## config.mk

```make
export PLATFORM = sky130hd
export DESIGN_NAME = cache_cmd_sched_flat
export DESIGN_NICKNAME = d
export VERILOG_FILES = /design/src/rtl/cache_cmd_sched_if.sv /design/src/rtl/cache_cmd_sched.sv /design/src/flat_wrapper.sv
export SDC_FILE = /design/constraint.sdc
export NUM_CORES = 1
export LEC_CHECK = 0
export BUFFER_PORTS_ARGS = -buffer_cell sky130_fd_sc_hd__buf_4
export CAP_MARGIN = 30
export CORE_ASPECT_RATIO = 0.75
export CORE_MARGIN = 1
export CORE_UTILIZATION = 55
export CTS_CLUSTER_SIZE = 16
export DETAILED_ROUTE_END_ITERATION = 7
export PLACE_DENSITY = 0.76
export SLEW_MARGIN = 10
export SYNTH_ARGS = -nofsm -noshare
export SYNTH_HDL_FRONTEND = slang
export SYNTH_SLANG_ARGS = --single-unit
```

## constraint.sdc

```tcl
create_clock -name clk -period 3.3 [get_ports clk]
set_input_delay 0.495 -clock clk [delete_from_list [all_inputs] [get_ports clk]]
set_output_delay 0.495 -clock clk [all_outputs]
set_load 0.01 [all_outputs]
```

## src/rtl/cache_cmd_sched_if.sv

```systemverilog
// Request/command bus of the cache command scheduler: CPU and snoop requester
// channels plus the single-outstanding command channel to the cache model.
interface cache_cmd_sched_if #(
  parameter int ADR_BITS = 32,
  parameter int CMD_BITS = 4
);
  logic                cpu_valid;
  logic                cpu_ready;
  logic [CMD_BITS-1:0] cpu_cmd;
  logic [ADR_BITS-1:0] cpu_addr;
  logic                snp_valid;
  logic                snp_ready;
  logic [CMD_BITS-1:0] snp_cmd;
  logic [ADR_BITS-1:0] snp_addr;
  logic                cmd_valid;
  logic                cmd_ready;
  logic [CMD_BITS-1:0] cmd;
  logic [ADR_BITS-1:0] cmd_addr;
  logic                cmd_done;
  logic                cmd_hit;

  modport master (
    input  cpu_valid, cpu_cmd, cpu_addr, snp_valid, snp_cmd, snp_addr,
    input  cmd_ready, cmd_done, cmd_hit,
    output cpu_ready, snp_ready, cmd_valid, cmd, cmd_addr
  );

  modport slave (
    output cpu_valid, cpu_cmd, cpu_addr, snp_valid, snp_cmd, snp_addr,
    output cmd_ready, cmd_done, cmd_hit,
    input  cpu_ready, snp_ready, cmd_valid, cmd, cmd_addr
  );
endinterface

```

## src/rtl/cache_cmd_sched.sv

```systemverilog
// Two-channel (CPU/snoop) command scheduler for the LLC model: per-channel FIFOs,
// snoop-priority arbitration with bounded CPU starvation, one command in flight.
module cache_cmd_sched #(
  parameter int ADR_BITS        = 32,
  parameter int CMD_BITS        = 4,
  parameter int FIFO_DEPTH      = 4,
  parameter int MAX_SNOOP_BURST = 3,
  parameter int CNT_BITS        = 32
) (
  input  logic                clk,
  input  logic                rst,
  cache_cmd_sched_if.master   bus,
  output logic                busy,
  output logic [CNT_BITS-1:0] rd_count,
  output logic [CNT_BITS-1:0] wr_count,
  output logic [CNT_BITS-1:0] hit_count,
  output logic [CNT_BITS-1:0] miss_count
);
  localparam int PW = (FIFO_DEPTH > 1) ? $clog2(FIFO_DEPTH) : 1;
  localparam int CW = $clog2(FIFO_DEPTH + 1);
  localparam int SW = $clog2(MAX_SNOOP_BURST + 1);

  typedef struct packed {
    logic [CMD_BITS-1:0] op;
    logic [ADR_BITS-1:0] addr;
  } entry_t;

  typedef enum logic [1:0] {S_IDLE, S_ISSUE, S_WAIT_DONE} state_t;

  // channel index 0 = CPU, 1 = snoop
  logic [1:0] valid, push, pop, full, nonempty;
  entry_t     din  [2];
  entry_t     head [2];

  assign valid  = {bus.snp_valid, bus.cpu_valid};
  assign din[0] = '{bus.cpu_cmd, bus.cpu_addr};
  assign din[1] = '{bus.snp_cmd, bus.snp_addr};
  assign push   = valid & ~full;
  assign bus.cpu_ready = ~full[0];
  assign bus.snp_ready = ~full[1];

  for (genvar g = 0; g < 2; g++) begin : g_fifo
    entry_t         mem [FIFO_DEPTH];
    logic [PW-1:0]  wp, rp;
    logic [CW-1:0]  cnt;

    always_ff @(posedge clk) begin
      if (push[g]) mem[wp] <= din[g];
    end

    always_ff @(posedge clk) begin
      if (rst) begin
        wp  <= '0;
        rp  <= '0;
        cnt <= '0;
      end else begin
        if (push[g]) wp <= (wp == PW'(FIFO_DEPTH - 1)) ? '0 : wp + 1'b1;
        if (pop[g])  rp <= (rp == PW'(FIFO_DEPTH - 1)) ? '0 : rp + 1'b1;
        case ({push[g], pop[g]})
          2'b10:   cnt <= cnt + 1'b1;
          2'b01:   cnt <= cnt - 1'b1;
          default: cnt <= cnt;
        endcase
      end
    end

    assign full[g]     = (cnt == CW'(FIFO_DEPTH));
    assign nonempty[g] = (cnt != '0);
    assign head[g]     = mem[rp];
  end

  state_t              state, state_nx;
  logic                grant_cpu, load, handshake, done;
  logic [SW-1:0]       streak;
  logic                cmd_valid_q;
  logic [CMD_BITS-1:0] cmd_q, src_op;
  logic [ADR_BITS-1:0] cmd_addr_q;
  logic                src_cpu;
  entry_t              gnt;

  always_ff @(posedge clk) begin
    if (rst) state <= S_IDLE;
    else     state <= state_nx;
  end

  always_comb begin
    state_nx  = state;
    pop       = '0;
    grant_cpu = 1'b0;
    load      = 1'b0;
    handshake = 1'b0;
    done      = 1'b0;
    case (state)
      S_IDLE: begin
        if (|nonempty) begin
          load     = 1'b1;
          state_nx = S_ISSUE;
          // CPU wins when snoops are absent or the snoop streak is exhausted
          if (nonempty[0] && (!nonempty[1] || streak == SW'(MAX_SNOOP_BURST))) begin
            grant_cpu = 1'b1;
            pop[0]    = 1'b1;
          end else begin
            pop[1]    = 1'b1;
          end
        end
      end
      S_ISSUE: begin
        if (bus.cmd_ready) begin
          handshake = 1'b1;
          state_nx  = S_WAIT_DONE;
        end
      end
      S_WAIT_DONE: begin
        if (bus.cmd_done) begin
          done     = 1'b1;
          state_nx = S_IDLE;
        end
      end
      default: state_nx = S_IDLE;
    endcase
  end

  assign gnt = grant_cpu ? head[0] : head[1];

  function automatic logic [CNT_BITS-1:0] sat_inc(input logic [CNT_BITS-1:0] v);
    return (&v) ? v : v + 1'b1;
  endfunction

  always_ff @(posedge clk) begin
    if (rst) begin
      cmd_valid_q <= 1'b0;
      cmd_q       <= '0;
      cmd_addr_q  <= '0;
      src_op      <= '0;
      src_cpu     <= 1'b0;
      streak      <= '0;
      rd_count    <= '0;
      wr_count    <= '0;
      hit_count   <= '0;
      miss_count  <= '0;
    end else begin
      if (load) begin
        cmd_valid_q <= 1'b1;
        cmd_q       <= (gnt.op == CMD_BITS'(2)) ? '0 : gnt.op;
        cmd_addr_q  <= gnt.addr;
        src_op      <= gnt.op;
        src_cpu     <= grant_cpu;
        streak      <= (grant_cpu || !nonempty[0]) ? '0 : streak + 1'b1;
      end
      if (handshake) begin
        cmd_valid_q <= 1'b0;
        if (src_op == CMD_BITS'(8)) begin
          rd_count   <= '0;
          wr_count   <= '0;
          hit_count  <= '0;
          miss_count <= '0;
        end else if (src_op == CMD_BITS'(0) || src_op == CMD_BITS'(2)) begin
          rd_count <= sat_inc(rd_count);
        end else if (src_op == CMD_BITS'(1)) begin
          wr_count <= sat_inc(wr_count);
        end
      end
      if (done && src_cpu && src_op <= CMD_BITS'(2)) begin
        if (bus.cmd_hit) hit_count  <= sat_inc(hit_count);
        else             miss_count <= sat_inc(miss_count);
      end
    end
  end

  assign bus.cmd_valid = cmd_valid_q;
  assign bus.cmd       = cmd_q;
  assign bus.cmd_addr  = cmd_addr_q;
  assign busy          = (state != S_IDLE);
endmodule

```

## src/flat_wrapper.sv

```systemverilog
// flat-port wrapper written by rule: the top's interface ports become plain ports
module cache_cmd_sched_flat 
#(
  parameter int ADR_BITS        = 32,
  parameter int CMD_BITS        = 4,
  parameter int FIFO_DEPTH      = 4,
  parameter int MAX_SNOOP_BURST = 3,
  parameter int CNT_BITS        = 32
)
  (clk, rst, busy, rd_count, wr_count, hit_count, miss_count, bus_cpu_valid, bus_cpu_cmd, bus_cpu_addr, bus_snp_valid, bus_snp_cmd, bus_snp_addr, bus_cmd_ready, bus_cmd_done, bus_cmd_hit, bus_cpu_ready, bus_snp_ready, bus_cmd_valid, bus_cmd, bus_cmd_addr);
  cache_cmd_sched_if #(.ADR_BITS(ADR_BITS), .CMD_BITS(CMD_BITS)) bus_i ();
  input  logic clk;
  input  logic rst;
  output logic busy;
  output logic [CNT_BITS-1:0] rd_count;
  output logic [CNT_BITS-1:0] wr_count;
  output logic [CNT_BITS-1:0] hit_count;
  output logic [CNT_BITS-1:0] miss_count;
  input wire logic [$bits(bus_i.cpu_valid)-1:0] bus_cpu_valid;
  input wire logic [$bits(bus_i.cpu_cmd)-1:0] bus_cpu_cmd;
  input wire logic [$bits(bus_i.cpu_addr)-1:0] bus_cpu_addr;
  input wire logic [$bits(bus_i.snp_valid)-1:0] bus_snp_valid;
  input wire logic [$bits(bus_i.snp_cmd)-1:0] bus_snp_cmd;
  input wire logic [$bits(bus_i.snp_addr)-1:0] bus_snp_addr;
  input wire logic [$bits(bus_i.cmd_ready)-1:0] bus_cmd_ready;
  input wire logic [$bits(bus_i.cmd_done)-1:0] bus_cmd_done;
  input wire logic [$bits(bus_i.cmd_hit)-1:0] bus_cmd_hit;
  output wire logic [$bits(bus_i.cpu_ready)-1:0] bus_cpu_ready;
  output wire logic [$bits(bus_i.snp_ready)-1:0] bus_snp_ready;
  output wire logic [$bits(bus_i.cmd_valid)-1:0] bus_cmd_valid;
  output wire logic [$bits(bus_i.cmd)-1:0] bus_cmd;
  output wire logic [$bits(bus_i.cmd_addr)-1:0] bus_cmd_addr;
  assign bus_i.cpu_valid = bus_cpu_valid;
  assign bus_i.cpu_cmd = bus_cpu_cmd;
  assign bus_i.cpu_addr = bus_cpu_addr;
  assign bus_i.snp_valid = bus_snp_valid;
  assign bus_i.snp_cmd = bus_snp_cmd;
  assign bus_i.snp_addr = bus_snp_addr;
  assign bus_i.cmd_ready = bus_cmd_ready;
  assign bus_i.cmd_done = bus_cmd_done;
  assign bus_i.cmd_hit = bus_cmd_hit;
  assign bus_cpu_ready = bus_i.cpu_ready;
  assign bus_snp_ready = bus_i.snp_ready;
  assign bus_cmd_valid = bus_i.cmd_valid;
  assign bus_cmd = bus_i.cmd;
  assign bus_cmd_addr = bus_i.cmd_addr;
  cache_cmd_sched #(.ADR_BITS(ADR_BITS), .CMD_BITS(CMD_BITS), .FIFO_DEPTH(FIFO_DEPTH), .MAX_SNOOP_BURST(MAX_SNOOP_BURST), .CNT_BITS(CNT_BITS)) u_core (.clk(clk), .rst(rst), .bus(bus_i), .busy(busy), .rd_count(rd_count), .wr_count(wr_count), .hit_count(hit_count), .miss_count(miss_count));
endmodule
```

**Word level (Yosys, flattened, before mapping)**

Memories as Yosys holds them, arrays and structs flattened. A register that Yosys moved wholly into a read port is not among the register bits.
Index checks and enable logic that the tools add are counted.

- Bitwise logic cells: 4
- Add/subtract/negate cells: 13
- Multipliers: 0
- Shift-type cells: 0
- $lt $le $gt $ge: 1
- Reduce and logical (&&, ||, !) cells: 26
- Muxes and demuxes: 50
- Equality and inequality tests: 25
- Divide/modulo/power cells: 0

Operator list:

| cell | number |
|---|---|
| $mux W32 | 17 |
| $add A32 B1 Y32 const B | 4 |
| $reduce_and A32 Y1 | 4 |
| $mux W36 | 1 |
| $mux W2 | 14 |
| $eq A2 B2 Y1 const B | 8 |
| $mux W1 | 14 |
| $pmux W3 S2 | 2 |
| $add A2 B1 Y2 const B | 5 |
| $reduce_bool A2 Y1 | 5 |
| $eq A4 B2 Y1 const B | 2 |
| $ne A2 B1 Y1 const B | 4 |
| $add A3 B1 Y3 const B | 2 |
| $eq A2 B1 Y1 const B | 3 |
| $eq A3 B3 Y1 const B | 2 |
| $ne A3 B3 Y1 const B | 2 |
| $pmux W2 S3 | 1 |
| $reduce_and A3 Y1 | 2 |
| $reduce_bool A3 Y1 | 2 |
| $sub A3 B1 Y3 const B | 2 |
| $eq A4 B1 Y1 const B | 1 |
| $eq A4 B4 Y1 const B | 1 |
| $le A4 B2 Y1 const B | 1 |
| $logic_not A4 Y1 | 1 |
| 11 further kinds | 19 |

- Output and inout port bits: 168
- Register bits after elaboration: 188
- Logic and storage cells: 138
- Memories: 2
- Bits in read-only memories: 0
- Bits in latches: 0
- Memory bits (writable): 288

Memory list:

| memory | words | bits a word | rd ports | clocked after memory_dff | wr ports | RTL line | RTL |
|---|---|---|---|---|---|---|---|
| u_core.g_fifo[0].mem | 4 | 36 | 1 | 1 | 1 | cache_cmd_sched.sv:43 | `entry_t mem [FIFO_DEPTH];` |
| u_core.g_fifo[1].mem | 4 | 36 | 1 | 1 | 1 | cache_cmd_sched.sv:43 |  |

**Logic depth before layout (Yosys ltp)**

Gate-level depths: netlist of the first run.

- Depth after elaboration: 10
- Gate-level depth with buffers: 10
- Mapped depth without buffers: 9

**Worst setup path after synthesis of the first run**

OpenSTA, ideal clock, no wires.

- Kind: register -> register
- Start: reg u_core.g_fifo[0].cnt[0]
- End: reg u_core.g_fifo[1].cnt[2]
- Cell stages (with the launch flop): 9
- Arrival: 2,435 ps
- Clock period less this slack: 2,506 ps
- Setup slack: 794 ps
- Path through: dfxtp_1 or3_1 a211oi_1 ha_1 inv_1 fa_1 xor2_1 or3_1 a21oi_1

- Longest elaborated chain between the ends: 7
- Elaborated cells between the ends (all ways): 10
- Those cells by class: eq/ne: 2; mux: 4; reduce/logical: 4

RTL lines:

| what | RTL line | RTL |
|---|---|---|
| start, declared | cache_cmd_sched.sv:45 | `logic [CW-1:0] cnt;` |
| start signal, assigned | cache_cmd_sched.sv:60 | `2'b10: cnt <= cnt + 1'b1;` |
| start signal, assigned | cache_cmd_sched.sv:61 | `2'b01: cnt <= cnt - 1'b1;` |
| start signal, assigned | cache_cmd_sched.sv:62 | `default: cnt <= cnt;` |
| $reduce_bool A3 Y1 (*) | cache_cmd_sched.sv:68 | `assign nonempty[g] = (cnt != '0);` |
| $logic_and A1 B1 Y1 | cache_cmd_sched.sv:99 | `if (nonempty[0] && (!nonempty[1] \|\| streak == SW'(MAX_SNOOP_BURST))) begin` |
| $mux W1 | cache_cmd_sched.sv:99 |  |
| $mux W2 (*) | cache_cmd_sched.sv:95 | `if (\|nonempty) begin` |
| $mux W2 (*) | cache_cmd_sched.sv:93 | `case (state)` |
| $eq A2 B1 Y1 / $eq A2 B2 Y1 (equally long branches) | cache_cmd_sched.sv:59 | `case ({push[g], pop[g]})` |
| $pmux W3 S2 / $reduce_bool A2 Y1 (equally long branches) | n/a |  |
| end signal, assigned | cache_cmd_sched.sv:60 |  |
| end signal, assigned | cache_cmd_sched.sv:61 |  |
| end signal, assigned | cache_cmd_sched.sv:62 |  |
| end, declared | cache_cmd_sched.sv:45 |  |

Every way passes the cells marked *; elsewhere a longest branch is shown, timed or not.
A chain may end at the register's enable or synchronous reset.

**Final worst setup path of the first run**

- Start: reg u_core.state[1]
- End: reg u_core.g_fifo[1].cnt[2]

- Longest elaborated chain between the ends: 4
- Elaborated cells between the ends (all ways): 6
- Those cells by class: eq/ne: 2; mux: 2; reduce/logical: 2

RTL lines:

| what | RTL line | RTL |
|---|---|---|
| start, declared | cache_cmd_sched.sv:72 | `state_t state, state_nx;` |
| start signal, assigned | cache_cmd_sched.sv:83 | `else state <= state_nx;` |
| $logic_not A2 Y1 (*) | cache_cmd_sched.sv:93 |  |
| $mux W2 (*) | cache_cmd_sched.sv:93 |  |
| $eq A2 B1 Y1 / $eq A2 B2 Y1 (equally long branches) | cache_cmd_sched.sv:59 |  |
| $pmux W3 S2 / $reduce_bool A2 Y1 (equally long branches) | n/a |  |

Marks and branches as above.

==> flow_metrics.tcl, run 1 <==
set metrics [dict create \
    placed_area_um2 22750 \
    clock_sinks 480 \
    rsz0062_at_grt "no" \
    via_count 14810 \
    drt-initial-drc-count 1496 \
    ys_seq_elements 480 \
    core_um2 36030 \
    design_area_um2 24340 \
    worst_skew_pair.late_latency_ns 0.58 \
    ys_types 74 \
    die_h_um 168.1 \
    postSynthAreaPerCell_um2 12.99 \
    yosys.area.top_type "edfxtp_1" \
    met1_usage_pct 39.49 \
    ys_warn_count 0 \
    cts_tree "done" \
    whs_ns 0.1103 \
    initial_core_util_pct 56.15 \
    instances_no_fill 2320 \
    synthesis.nets 1655 \
    antenna_found_initial 1 \
    drc_errors 0 \
    cp-end-kind "flop" \
    irDropWorstVdd_v 0.0006048 \
    required_ns 3.79 \
    gr-usage-met2_pct 41.26 \
    wl_per_cell_um 22.05 \
    grt_pass1_wl_um 79230 \
    area_growth_pct 20.29 \
    dp_hpwl_um 34210 \
    cts_setup_buffers 0 \
    synth_top_area_share_pct 42.75 \
    tightest_slew_ns 0.9877 \
    grt_busiest_layer "met2" \
    cts_resized 0 \
    final_nets 1914 \
    cts_buffers 46 \
    vias_per_cell 6.382 \
    dr.pass1.iters 5 \
    grt_pass1_vias 13980 \
    fp.dieW_um 223.5 \
    min_period_ns 2.818 \
    syn-instance-count 1557 \
    rows 60 \
    start_kind "flop" \
    slew-limit-headroom_pct 34.01 \
    synth_edf_count 288 \
    cts_buffer_depth 3 \
    grt-ovfl-total 0 \
    ios 247 \
    hold_path.class "input port to flop" \
    max_freq_mhz 354.8 \
    synthArstFlopShare_pct 0 \
    worstRegToRegCells 9 \
    final_common_cell "buf_4" \
    outcome "complete, no violations" \
    maxCapViolations 0 \
    ys_seq_area_share_pct 61.74 \
    clkTransAtPathRegs_ns 0.06 \
    cp.arrival_ns 3.31 \
    gp_congestion 0.9211 \
    drt-total-wl_um 51150 \
    drive_above_1_share_pct 26.32 \
    worstSetupPathType "flop to flop" \
    tns_ns 0 \
    synth_area_leaders "edfxtp_1 43%, dfxtp_1 19%, mux4_2 8.0%" \
    critPathMaxFanout 7 \
    layout_common_cells "295 x buf_4, 288 x edfxtp_1, 188 x dfxtp_1, 102 x nand2_1, 92 x nor2_1" \
    setup_viol 0 \
    syn_area_um2 20230 \
    die-area_um2 37560 \
    grt_start_max_net_pins 60 \
    dp.cells 2233 \
    report.final.hold_viol_count 0 \
    grtUsageMet3_pct 4.956 \
    synth-main-ff-cell "edfxtp_1" \
    ant_nets 0 \
    maxSlewViolCount 0 \
    track_usage_pct 27.15 \
    cts_hold_repair.buffers 0 \
    holdPathStages 1 \
    htree_levels 2 \
    p_per_area_nw_per_um2 682.2 \
    io_buffers 246 \
    skew_ns 0.02198 \
    p_leak_nw 8.665 \
    cts-root-buf "clkbuf_16" \
    final.period_utilization_pct 85.41 \
]
-- where the power goes --
group | internal, mW | switching (mW) | total (mW)
Sequential | 7.00 | 0.350 | 7.35
Combinational | 1.68 | 2.17 | 3.85
Clock | 3.12 | 2.28 | 5.40
Total | 11.8 | 4.80 | 16.6
-- kinds of logic (layout without fill, tap and decap cells) --
group	after synthesis	after routing	synth area share, %
flip-flops	480	480	61.74
buffers and inverters	114	411	2.245
multiplexers	122	122	10.50
XOR/XNOR	8	8	0.3463
AND/OR/NAND/NOR	493	493	13.37
other	0	1	0
adder cells (fa/ha/maj)	19	19	1.249
AO/OA/AOI/OAI	321	321	10.54
-- through the flow --
step | power [mW] | utilization [%] | setup slack, ns
after global routing | 17.27 | 67.54 | 0.2749
after CTS | 16.69 | 67.53 | 0.5046
after global placement | 11.17 | 63.10 | 0.4798
after detailed placement | 11.30 | 63.14 | 0.5341
final | 16.60 | 67.54 | 0.4816
after floorplan | 9.979 | - | 0.7944
-- area by class of cell --
cell class,count,area (µm²)
Antenna cell,1,2.502
Clock buffer,70,1401
Clock inverter,16,182.7
Fill cell,2571,11700
Inverter,28,105.1
Multi-Input combinational cell,963,7327
Sequential cell,480,12500
Tap cell,465,581.8
Timing Repair Buffer,297,2240
-- state kept, by name, summed over array words and instances (netlist names), 6 cells and up, named ones only --
| name | count |
|---|---|
| u_core.g_fifo.mem | 288 |
| u_core.bus.cmd_addr | 32 |
| u_core.hit_count | 32 |
| u_core.miss_count | 32 |
| u_core.rd_count | 32 |
| u_core.wr_count | 32 |
| u_core.g_fifo.cnt | 6 |
-- Yosys cell counts (9+ instances only) --
master    count
and2_1       14
nand2_1     102
ha_1         17
buf_2        18
or4_1        39
o31ai_1      30
a41oi_1      11
and4_1       18
o21a_1        9
a211oi_1     40
nand2b_1      9
o211ai_1     17
or3_1        33
nor4_1       14
o21ai_0      49
a21oi_1      92
inv_1        28
nor3_1       18
a31oi_1      15
mux2i_1      48
a311oi_1     19
dfxtp_1     192
edfxtp_1    288
clkbuf_1     62
mux4_2       72
nand4_1      39
and3_1       30
nand3_1      50
nor2_1       93
-- layer usage --
layer	up-vias	share of wire, %	routed length [µm]
li1	6708	-	-
met2	662	46	23590
met4	0	2.7	1382
met5	-	0	0
met3	88	7.9	4057
met1	7348	43	22120
-- critical path, stage by stage, from the launching register on --
cell and delay (ns):
dfxtp_1 0.35, nor2_1 0.27, inv_1 0.18, a211oi_1 0.57, ha_1 0.30, inv_1 0.06
fa_1 0.37, xor2_1 0.17, or3_1 0.31, a21oi_1 0.15
-- path summary, 6_finish.rpt --
check                                      start                               endpoint  slack [ns]
hold / removal                  bus_cpu_addr[13]  u_core.g_fifo[0].mem[2][13]$_DFFE_PP_        0.11
setup / recovery    u_core.state[1]$_SDFFE_PP0P_   u_core.g_fifo[1].cnt[2]$_SDFFE_PP0P_        0.48
setup reg to reg    u_core.state[1]$_SDFFE_PP0P_   u_core.g_fifo[1].cnt[2]$_SDFFE_PP0P_        0.48
hold reg to reg   u_core.bus.cmd[0]$_SDFFE_PP0P_         u_core.bus.cmd[0]$_SDFFE_PP0P_        0.47
(Power assumes the default switching activity.)
==> run 2: changes to the inputs <==
Settings changed: SLEW_MARGIN 10 to 20.
Clock period 3.3 ns to 3.6 ns, I/O delays scaled along.
==> flow_metrics.tcl, run 2 (same netlist as run 1, synthesis figures left out) <==
set metrics [dict create \
    start_kind "flop" \
    skew_ns 0.01993 \
    fp.dieW_um 223.5 \
    final_nets 1898 \
    outcome "complete, no violations" \
    cp.arrival_ns 3.39 \
    cts_hold_repair.buffers 0 \
    track_usage_pct 27.02 \
    ant_nets 0 \
    p_leak_nw 8.589 \
    initial_core_util_pct 56.15 \
    cts_buffers 45 \
    drt-initial-drc-count 1434 \
    rr_endpoint "u_core.miss_count[7]$_SDFFE_PP0P_" \
    worstSetupPathType "flop to flop" \
    grt_start_max_net_pins 53 \
    dp_hpwl_um 33550 \
    cts_resized 0 \
    endpoint "u_core.miss_count[7]$_SDFFE_PP0P_" \
    tightest_slew_ns 0.9233 \
    clock_sinks 480 \
    required_ns 4.07 \
    max_freq_mhz 342.8 \
    layout_common_cells "288 x edfxtp_1, 277 x buf_4, 188 x dfxtp_1, 102 x nand2_1, 92 x nor2_1" \
    rsz0062_at_grt "no" \
    tns_ns 0 \
    htree_levels 2 \
    critPathLaunch "u_core.src_op[1]$_SDFFE_PP0P_" \
    hold_path.class "input port to flop" \
    vias_per_cell 6.318 \
    worst_slack_ns 0.6827 \
    drt-total-wl_um 50940 \
    p_per_area_nw_per_um2 631.4 \
    fillers 2583 \
    setup_viol 0 \
    largest_reg_flops 288 \
    cts_setup_buffers 0 \
    cts_buffer_depth 3 \
    die_h_um 168.1 \
    grt_pass1_vias 14020 \
    die-area_um2 37560 \
    critPathMaxFanout 14 \
    wl_per_cell_um 22.12 \
    min_period_ns 2.917 \
    cts_tree "done" \
    maxCapViolations 0 \
    ios 247 \
    grt-ovfl-total 0 \
    rows 60 \
    drc_errors 0 \
    cp-end-kind "flop" \
    irDropWorstVdd_v 0.0005673 \
    cts-root-buf "clkbuf_16" \
    core_um2 36030 \
    drive_above_1_share_pct 25.20 \
    antenna_found_initial 3 \
    slew-limit-headroom_pct 38.45 \
    worst_skew_pair.late_latency_ns 0.58 \
    rr_startpoint "u_core.src_op[1]$_SDFFE_PP0P_" \
    final_common_cell "edfxtp_1" \
    gp_congestion 0.8900 \
    largest-register "u_core.g_fifo.mem" \
    maxSlewViolCount 0 \
    io_buffers 246 \
    final.period_utilization_pct 81.04 \
    dr.pass1.iters 5 \
    area_growth_pct 20.04 \
    dp_slack_ns 0.7914 \
    clkTransAtPathRegs_ns 0.07 \
    via_count 14550 \
    reg2reg_slack_ns 0.68 \
    worstRegToRegCells 6 \
    grt_pass1_wl_um 79180 \
    report.final.hold_viol_count 0 \
]
run 2: changes by cell type in the layout (fill, tap and decap cells not counted), moves of 4 or more:
| cell | previous run | this run |
|---|---|---|
| bufinv_16 | 2 | 7 |
| clkbuf_8 | 16 | 6 |
| clkinv_1 | 0 | 5 |
| buf_12 | 1 | 5 |
| buf_4 | 295 | 277 |
run 2: critical path, cell delays in order, from the launching register on:
cell      delay (ns)
dfxtp_1         0.41
a211oi_1        0.54
nand3_1         0.56
nor4_4          0.54
nor2_1          0.22
buf_4           0.25
a311oi_1        0.29
run 2: worst min path at each step:
stage	startpoint	endpoint	slack, ns	depth (start not counted)
after floorplan	u_core.src_cpu$_SDFFE_PP0P_	u_core.src_cpu$_SDFFE_PP0P_	0.45	2
after global placement	u_core.bus.cmd[0]$_SDFFE_PP0P_	u_core.bus.cmd[0]$_SDFFE_PP0P_	0.45	1
after detailed placement	u_core.bus.cmd[2]$_SDFFE_PP0P_	u_core.bus.cmd[2]$_SDFFE_PP0P_	0.46	1
after CTS	bus_cpu_addr[16]	u_core.g_fifo[0].mem[3][16]$_DFFE_PP_	0.14	1
after global routing	bus_cpu_addr[16]	u_core.g_fifo[0].mem[3][16]$_DFFE_PP_	0.13	1
final	bus_cpu_addr[16]	u_core.g_fifo[0].mem[3][16]$_DFFE_PP_	0.16	1
run 2: report_power, final:
part / leakage [nW] / switching [mW] / total [mW] / internal, mW
Combinational: 3.61 / 1.92 / 3.46 / 1.54
Clock: 0.773 / 2.08 / 5.08 / 3.00
Sequential: 4.20 / 0.377 / 6.79 / 6.42
Total: 8.59 / 4.38 / 15.3 / 11.0
run 2: layer usage:
| metal | GRT usage [%] | routed length (µm) | vias up |
|---|---|---|---|
| met3 | 4.747 | 3484 | 88 |
| met4 | 7.653 | 1171 | 4 |
| met2 | 42.73 | 23870 | 557 |
| met5 | 0 | 35 | - |
| met1 | 38.64 | 22380 | 7236 |
| li1 | - | - | 6665 |
run 2: final cells by class:
class / instances / area [µm²] / area share (%)
Timing Repair Buffer: 282 / 2180 / 8.975
Clock inverter: 21 / 314.1 / 1.293
Multi-Input combinational cell: 963 / 7331 / 30.19
Clock buffer: 63 / 1275 / 5.250
Antenna cell: 1 / 2.502 / 0.01030
Tap cell: 465 / 581.8 / 2.396
Sequential cell: 480 / 12500 / 51.46
Inverter: 28 / 105.1 / 0.4328
run 2: metrics by stage:
step	utilization [%]	power [mW]	std cells	area, µm²	hold slack (ns)
detailed placement	62.98	10.36	2218	22690	0.4629
global placement	62.75	10.21	2214	22610	0.4534
floorplan	-	9.148	1557	20230	0.4454
finish	67.40	15.33	2303	24290	0.1610
CTS	67.39	15.43	2302	24280	0.1354
global route	67.40	15.97	2303	24290	0.1339
